[src/rtl/or16_rr_arbiter.sv]
// Round-robin arbiter that shares one 16-bit OR core among NREQ requesters.
// The winner's a|b and index are captured in a single output register with valid/ready handshake.

module gor16 (
  input  logic [15:0] a_i,
  input  logic [15:0] b_i,
  output logic [15:0] y_o
);
  assign y_o = a_i | b_i;
endmodule

module or16_rr_arbiter #(
  parameter int NREQ  = 4,
  parameter int WIDTH = 16
) (
  input  logic                                         clk,
  input  logic                                         rst_n,
  input  logic [NREQ-1:0]                              req,
  input  logic [NREQ*WIDTH-1:0]                        a_bus,
  input  logic [NREQ*WIDTH-1:0]                        b_bus,
  output logic [NREQ-1:0]                              gnt,
  output logic                                         rsp_valid,
  input  logic                                         rsp_ready,
  output logic [WIDTH-1:0]                             rsp_y,
  output logic [((NREQ > 1) ? $clog2(NREQ) : 1)-1:0]   rsp_id
);
  localparam int IDW = (NREQ > 1) ? $clog2(NREQ) : 1;

  typedef enum logic {EMPTY, FULL} state_t;

  state_t           state_q, state_d;
  logic [IDW-1:0]   ptr_q, ptr_d;
  logic [WIDTH-1:0] y_q, y_d;
  logic [IDW-1:0]   id_q, id_d;

  logic             found;
  logic [IDW-1:0]   win_idx;
  logic [IDW-1:0]   cand;
  logic             can_accept;
  logic             grant_en;
  logic [WIDTH-1:0] a_sel, b_sel, or_y;

  assign can_accept = (state_q == EMPTY) || rsp_ready;
  assign grant_en   = rst_n && can_accept && found;

  // Scan starting at ptr_q and wrapping, first set request wins.
  always_comb begin
    found   = 1'b0;
    win_idx = '0;
    cand    = '0;
    for (int j = 0; j < NREQ; j++) begin
      cand = IDW'((int'(ptr_q) + j) % NREQ);
      if (!found && req[cand]) begin
        found   = 1'b1;
        win_idx = cand;
      end
    end
  end

  always_comb begin
    gnt   = '0;
    a_sel = '0;
    b_sel = '0;
    for (int i = 0; i < NREQ; i++) begin
      if (win_idx == IDW'(i)) begin
        gnt[i] = grant_en;
        a_sel  = a_bus[i*WIDTH +: WIDTH];
        b_sel  = b_bus[i*WIDTH +: WIDTH];
      end
    end
  end

  // The shared core is fixed at 16 bits, so WIDTH must stay 16.
  gor16 u_gor16 (
    .a_i (a_sel),
    .b_i (b_sel),
    .y_o (or_y)
  );

  always_comb begin
    state_d = state_q;
    ptr_d   = ptr_q;
    y_d     = y_q;
    id_d    = id_q;
    if (grant_en) begin
      state_d = FULL;
      y_d     = or_y;
      id_d    = win_idx;
      ptr_d   = (win_idx == IDW'(NREQ - 1)) ? '0 : win_idx + 1'b1;
    end else if (rsp_ready) begin
      state_d = EMPTY;
    end
  end

  always_ff @(posedge clk or negedge rst_n) begin
    if (!rst_n) begin
      state_q <= EMPTY;
      ptr_q   <= '0;
      y_q     <= '0;
      id_q    <= '0;
    end else begin
      state_q <= state_d;
      ptr_q   <= ptr_d;
      y_q     <= y_d;
      id_q    <= id_d;
    end
  end

  assign rsp_valid = (state_q == FULL);
  assign rsp_y     = y_q;
  assign rsp_id    = id_q;

endmodule

[config.mk]
export PLATFORM = sky130hd
export DESIGN_NAME = or16_rr_arbiter
export DESIGN_NICKNAME = d
export VERILOG_FILES = /design/src/rtl/or16_rr_arbiter.sv
export SDC_FILE = /design/constraint.sdc
export NUM_CORES = 1
export LEC_CHECK = 0
export CAP_MARGIN = 0
export CORE_MARGIN = 8
export CORE_UTILIZATION = 32
export DETAILED_ROUTE_END_ITERATION = 12
export PLACE_DENSITY_LB_ADDON = 0.2
export SETUP_SLACK_MARGIN = 0.15
export SLEW_MARGIN = 10
export SYNTH_ARGS = -nofsm -noshare
export SYNTH_HDL_FRONTEND = slang
export SYNTH_SLANG_ARGS = --single-unit
[constraint.sdc]
create_clock -name clk -period 2.9 [get_ports clk]
set_input_delay 0.58 -clock clk [delete_from_list [all_inputs] [get_ports clk]]
set_output_delay 0.58 -clock clk [all_outputs]
set_load 0.03 [all_outputs]
# == After elaboration in Yosys (flattened, before gate mapping) ==
# Index checks and enable logic that the tools add are counted.
# op_classes
n_addsub,4
magnitude_cmp,4
n_eq_ne,3
n_mux,31
bitwise_logic,2
reduce_logical,11
# op_table
operator,count
$mux 16,8
$or 16x16->16,1
$mux 1,14
$lt 2x3->1 const B,4
$mux 2,5
$bmux 1 s2,4
$logic_and 1x1->1,5
$add 2x1->2 const B,2
$add 2x2->2 const B,2
$eq 2x2->1 const B,2
$logic_not 1->1,3
$eq 2x1->1 const B,1
$logic_not 2->1,1
$reduce_bool 2->1,1
$logic_or 1x1->1,1
$not 1->1,1
# totals
regBits,21
elab_cells,59

# == Longest topological paths before layout ==
# logic_depth
depth_word,18
mapped_depth,9

# == Cells and area by module ==
# A second synthesis with hierarchy kept.
# hier_totals
cells_unflattened,244
hier_area_um2,1990.7
# by_module_without_submodules
module,n_inst,cells_each,area_per_inst_um2,seq_area_each_um2
or16_rr_arbiter,1,228,1890.6,525.5
gor16,1,16,100.1,0.0

# == Worst setup path before layout ==
# OpenSTA, ideal clock, no wires.
# synth_timing
path_kind,input port to output port
start,input req[2]
end,output gnt[3]
arrival_time_ns,2.029
setup_slack_ns,0.291
stages,6
path_buffers,1
path_cell_list,nor2b_1 > o21ai_0 > and4_1 > ha_1 > clkbuf_1 > and3_1
# synth_via
elab_chain_len,14
word_cells_on_any_way,25
classes_between,eq/ne (1); mux (17); reduce/logical (7)
# synth_lines
item,line_no,rtl
from (decl),18,"input logic [NREQ-1:0] req,"
$bmux 1 s2,53,if (!found && req[cand]) begin
$mux 1 (implied by the code),53,
$mux 1,53,
$logic_not 1->1,53,
$logic_and 1x1->1,53,
$mux 1,53,
$logic_not 1->1,53,
$logic_and 1x1->1,53,
$mux 1,53,
$logic_not 1->1,53,
$logic_and 1x1->1,53,
$mux 2 *,53,
via win_idx[0],37,logic [IDW-1:0] win_idx;
$eq 2x2->1 *,65,if (win_idx == IDW'(i)) begin
$mux 1 *,65,
to (decl),21,"output logic [NREQ-1:0] gnt,"
# The timed path passes the listed nets; every way through them passes the cells marked *. The select of a mux whose other input is x is not followed.

# == Final worst setup path ==
# layout_timing
start,input req[3]
end,output gnt[2]
# layout_via
elab_chain_len,14
word_cells_on_any_way,25
classes_between,eq/ne (1); mux (17); reduce/logical (7)
# layout_lines
item,line_no
$bmux 1 s2,53
$mux 1 (implied by the code),53
$mux 1,53
$logic_not 1->1,53
$logic_and 1x1->1,53
$mux 1,53
$logic_not 1->1,53
$logic_and 1x1->1,53
$mux 1,53
$logic_not 1->1,53
$logic_and 1x1->1,53
$mux 2 or $mux 1 (tied branches),53
$eq 2x2->1 or $logic_and 1x1->1 (tied branches),"65, 44"
$mux 1 *,65
# Mark *: on every way between the ends. The rest lies on a longest branch, timed or not. The select of a mux whose other input is x is not followed.

==> metrics <==
Min Clock Period, post-route around 2700 ps; number of flops mapped to enable cells by yosys 0; hold path startpoint rsp_id[0]; cells on worst reg2reg path 9; Setup crit end kind output pin; H-tree depth 1; max-capacitance violation count 0; critical path startpoint category primary input; initial antenna violation count 0; period utilization 91.7%; IO buf count ~160; switching share of power 42.6%; mapped cell area about 1800 µm²; fmax 376 MHz; Seq/Total Area, Yosys 28.8%; detailed placer's ending HPWL 7.04 mm; P_int between 1 and 1.5 mW; WHS Endpoint rsp_id[0]; register area 526 µm²; layout cell share with drive strength beyond 1 17.3%; Synth cell types 35; P_sw 1.07 mW; die span in y 91.6 µm; final net count 527; Final ANT Viol Nets 0; Top Ports 158; Final Cell Area between 3000 and 4000 µm²; drt pass-1 iters 4; Core ar. around 5500 µm²; total die area 8380 µm²; vias in the first global route 2584; CTS root buf clkbuf_8; r2r setup slk 560 ps; Sink Count 21; Clock Skews 7.60 ps; # DRC 0; Hold Vio Cnt, Final 0; routed len/inst 19.3 µm; reg2reg end rsp_y[9]; outcome completed; diodes inserted 0; WL final 8.86 mm; CTS max path bufs 2; Clk pwr share ~8.2%; VDD IR max 433 µV; Max-slew headroom 69.1%; CTS tree built; Syn Inst Count 210; post-DR vias/cell 5.25; Post-synth ARST share 100%; Least-Margin Pin Slew roughly 460 ps; post-place instance area 3620 µm²; Final setup viols 0; Iter 0 DRT Violations 67; GRT overflow 0; Lkg Pwr 1.47 nW; synth-to-layout area growth 108%; Num CTS Buffers 3; Ys Warns 0; worst hold stages 2; CP Max Fanout 5; die width 91.6 µm; routed via count between 2000 and 2500; Main synth FF type dfrtp_1; Reg power frac between 20% and 30%; CTS clk-pin slew, worst paths 90 ps; Starting Density 33.2%; Comb power frac a little under three quarters; post-synth net total approximately 350; unrepaired setup endpoints after global routing false; # fillers 454; CP startpoint req[3]; number of non-filler instances in the completed layout about 460; Tot GR Track Use 19.6%; Mean Syn Cell Area between 8 and 9 µm²; Pwr Density 664 nW/µm²; Critical Path RT 2320 ps; FF+latch count, synth 21; Crit Path Category primary input to output pin; reg2reg start ptr_q[0]; CP Data Arrival Time 2080 ps; placed cells 450; clk_lat worst skew 270 ps; Hold/Removal Path Class register to register; area of the multi-input gates between 1000 and 1500 µm²; Rows 27; Final Max Tran Viols 0; largest net degree at the start of global routing 23; first-pass GRT wire length 13.3 mm; RD Place Congestion 0.841
[power groups by stage]
stage	clock (mW)	sequential [mW]	combinational (mW)
2_1_floorplan	0	0.730	0.690
3_3_place_gp	0	0.506	1.69
3_5_place_dp	0	0.511	1.71
4_1_cts	0.210	0.509	1.76
5_1_grt	0.225	0.525	1.92
6_report	0.206	0.510	1.81
[per-stage QoR]
| step | util (%) | setup WS, ps | setup TNS, ps | total power [mW] | hold slack, ps |
|---|---|---|---|---|---|
| after floorplan | - | 291 | 0 | 1.42 | 284 |
| after global placement | 65.7 | -62.6 | -552 | 2.20 | 508 |
| after detailed placement | 65.7 | -129 | -1950 | 2.22 | 509 |
| after CTS | 67.7 | 151 | 0 | 2.48 | 539 |
| after global routing | 68.9 | 158 | 0 | 2.67 | 577 |
| final | 68.9 | 240 | 0 | 2.52 | 530 |
[placed cells by master, fill, tap and decap left out, drive strengths merged, types with 2 or more instances in the layout]
cell	n
clkdlybuf4s50	149
a21oi	19
nor2b	4
ha	4
nand2	5
nor2	36
nor3b	16
clkbuf	4
a211oi	16
o41ai	2
dlygate4sd2	2
dfrtp	21
nand2b	3
a221o	15
and4	17
and3	4
buf	35
o21ai	19
[Yosys cell counts (all sizes together), types with 2 or more instances]
library cell	number	area share, %
nor2	36	7.4
dfrtp	21	29
a21oi	19	5.2
o21ai	19	5.2
and4	17	8.6
a211oi	16	9.6
nor3b	16	6.6
a221o	15	8.2
buf	8	3.4
clkbuf	7	1.4
nand2	5	1.0
and3	4	1.4
ha	4	2.7
nor2b	4	1.4
nand2b	3	1.0
o41ai	2	2.0
[cells by family after synthesis]
logic type / after synthesis / synth area share (%)
compound gates: 78 / 33.5
mux: 1 / 0.616
flops: 21 / 28.8
buf+inv: 16 / 5.00
fa+ha+maj: 4 / 2.74
simple gates: 90 / 29.4
[routing by layer]
| metal | track usage [%] | share of wire, % |
|---|---|---|
| met4 | 3.96 | 1.0 |
| met2 | 35.7 | 51 |
| met5 | 0 | 0 |
| met1 | 21.6 | 40 |
| met3 | 6.26 | 7.8 |
[critical path: stages]
cell	delay [ps]
clkdlybuf4s15_1	390
nor2b_1	120
o21ai_2	190
nand4_1	250
ha_4	250
and3_1	130
buf_4	160
[flip-flops by register name, summed over array words and instances (netlist names)]
| name | count |
|---|---|
| rsp_id | 2 |
| rsp_y | 16 |
| ptr_q | 2 |
| rsp_valid | 1 |
[worst max-delay path by stage]
stage,cells past startpoint,end,slack [ps]
floorplan,6,gnt[3],290
global placement,7,gnt[2],-60
detailed placement,9,rsp_y[3],-130
CTS,8,gnt[3],150
global route,7,gnt[2],160
finish,7,gnt[2],240
[final cells by class]
class | count | area share, %
Tap cell | 72 | 2.37
Multi-Input combinational cell | 173 | 34.1
Sequential cell | 21 | 13.9
Inverter | 1 | 0.0989
Clock buffer | 4 | 1.19
Timing Repair Buffer | 188 | 48.4
[what timing repair did]
action | 4_1_cts | 5_1_grt
hold buffers | 0 | 0
pin swaps | 4 | 6
gates resized for setup | 17 | 11
endpoints found under the setup margin | 5 | 5
setup buffers | 2 | 3
No activity file was read; power rests on OpenSTA's default activity.
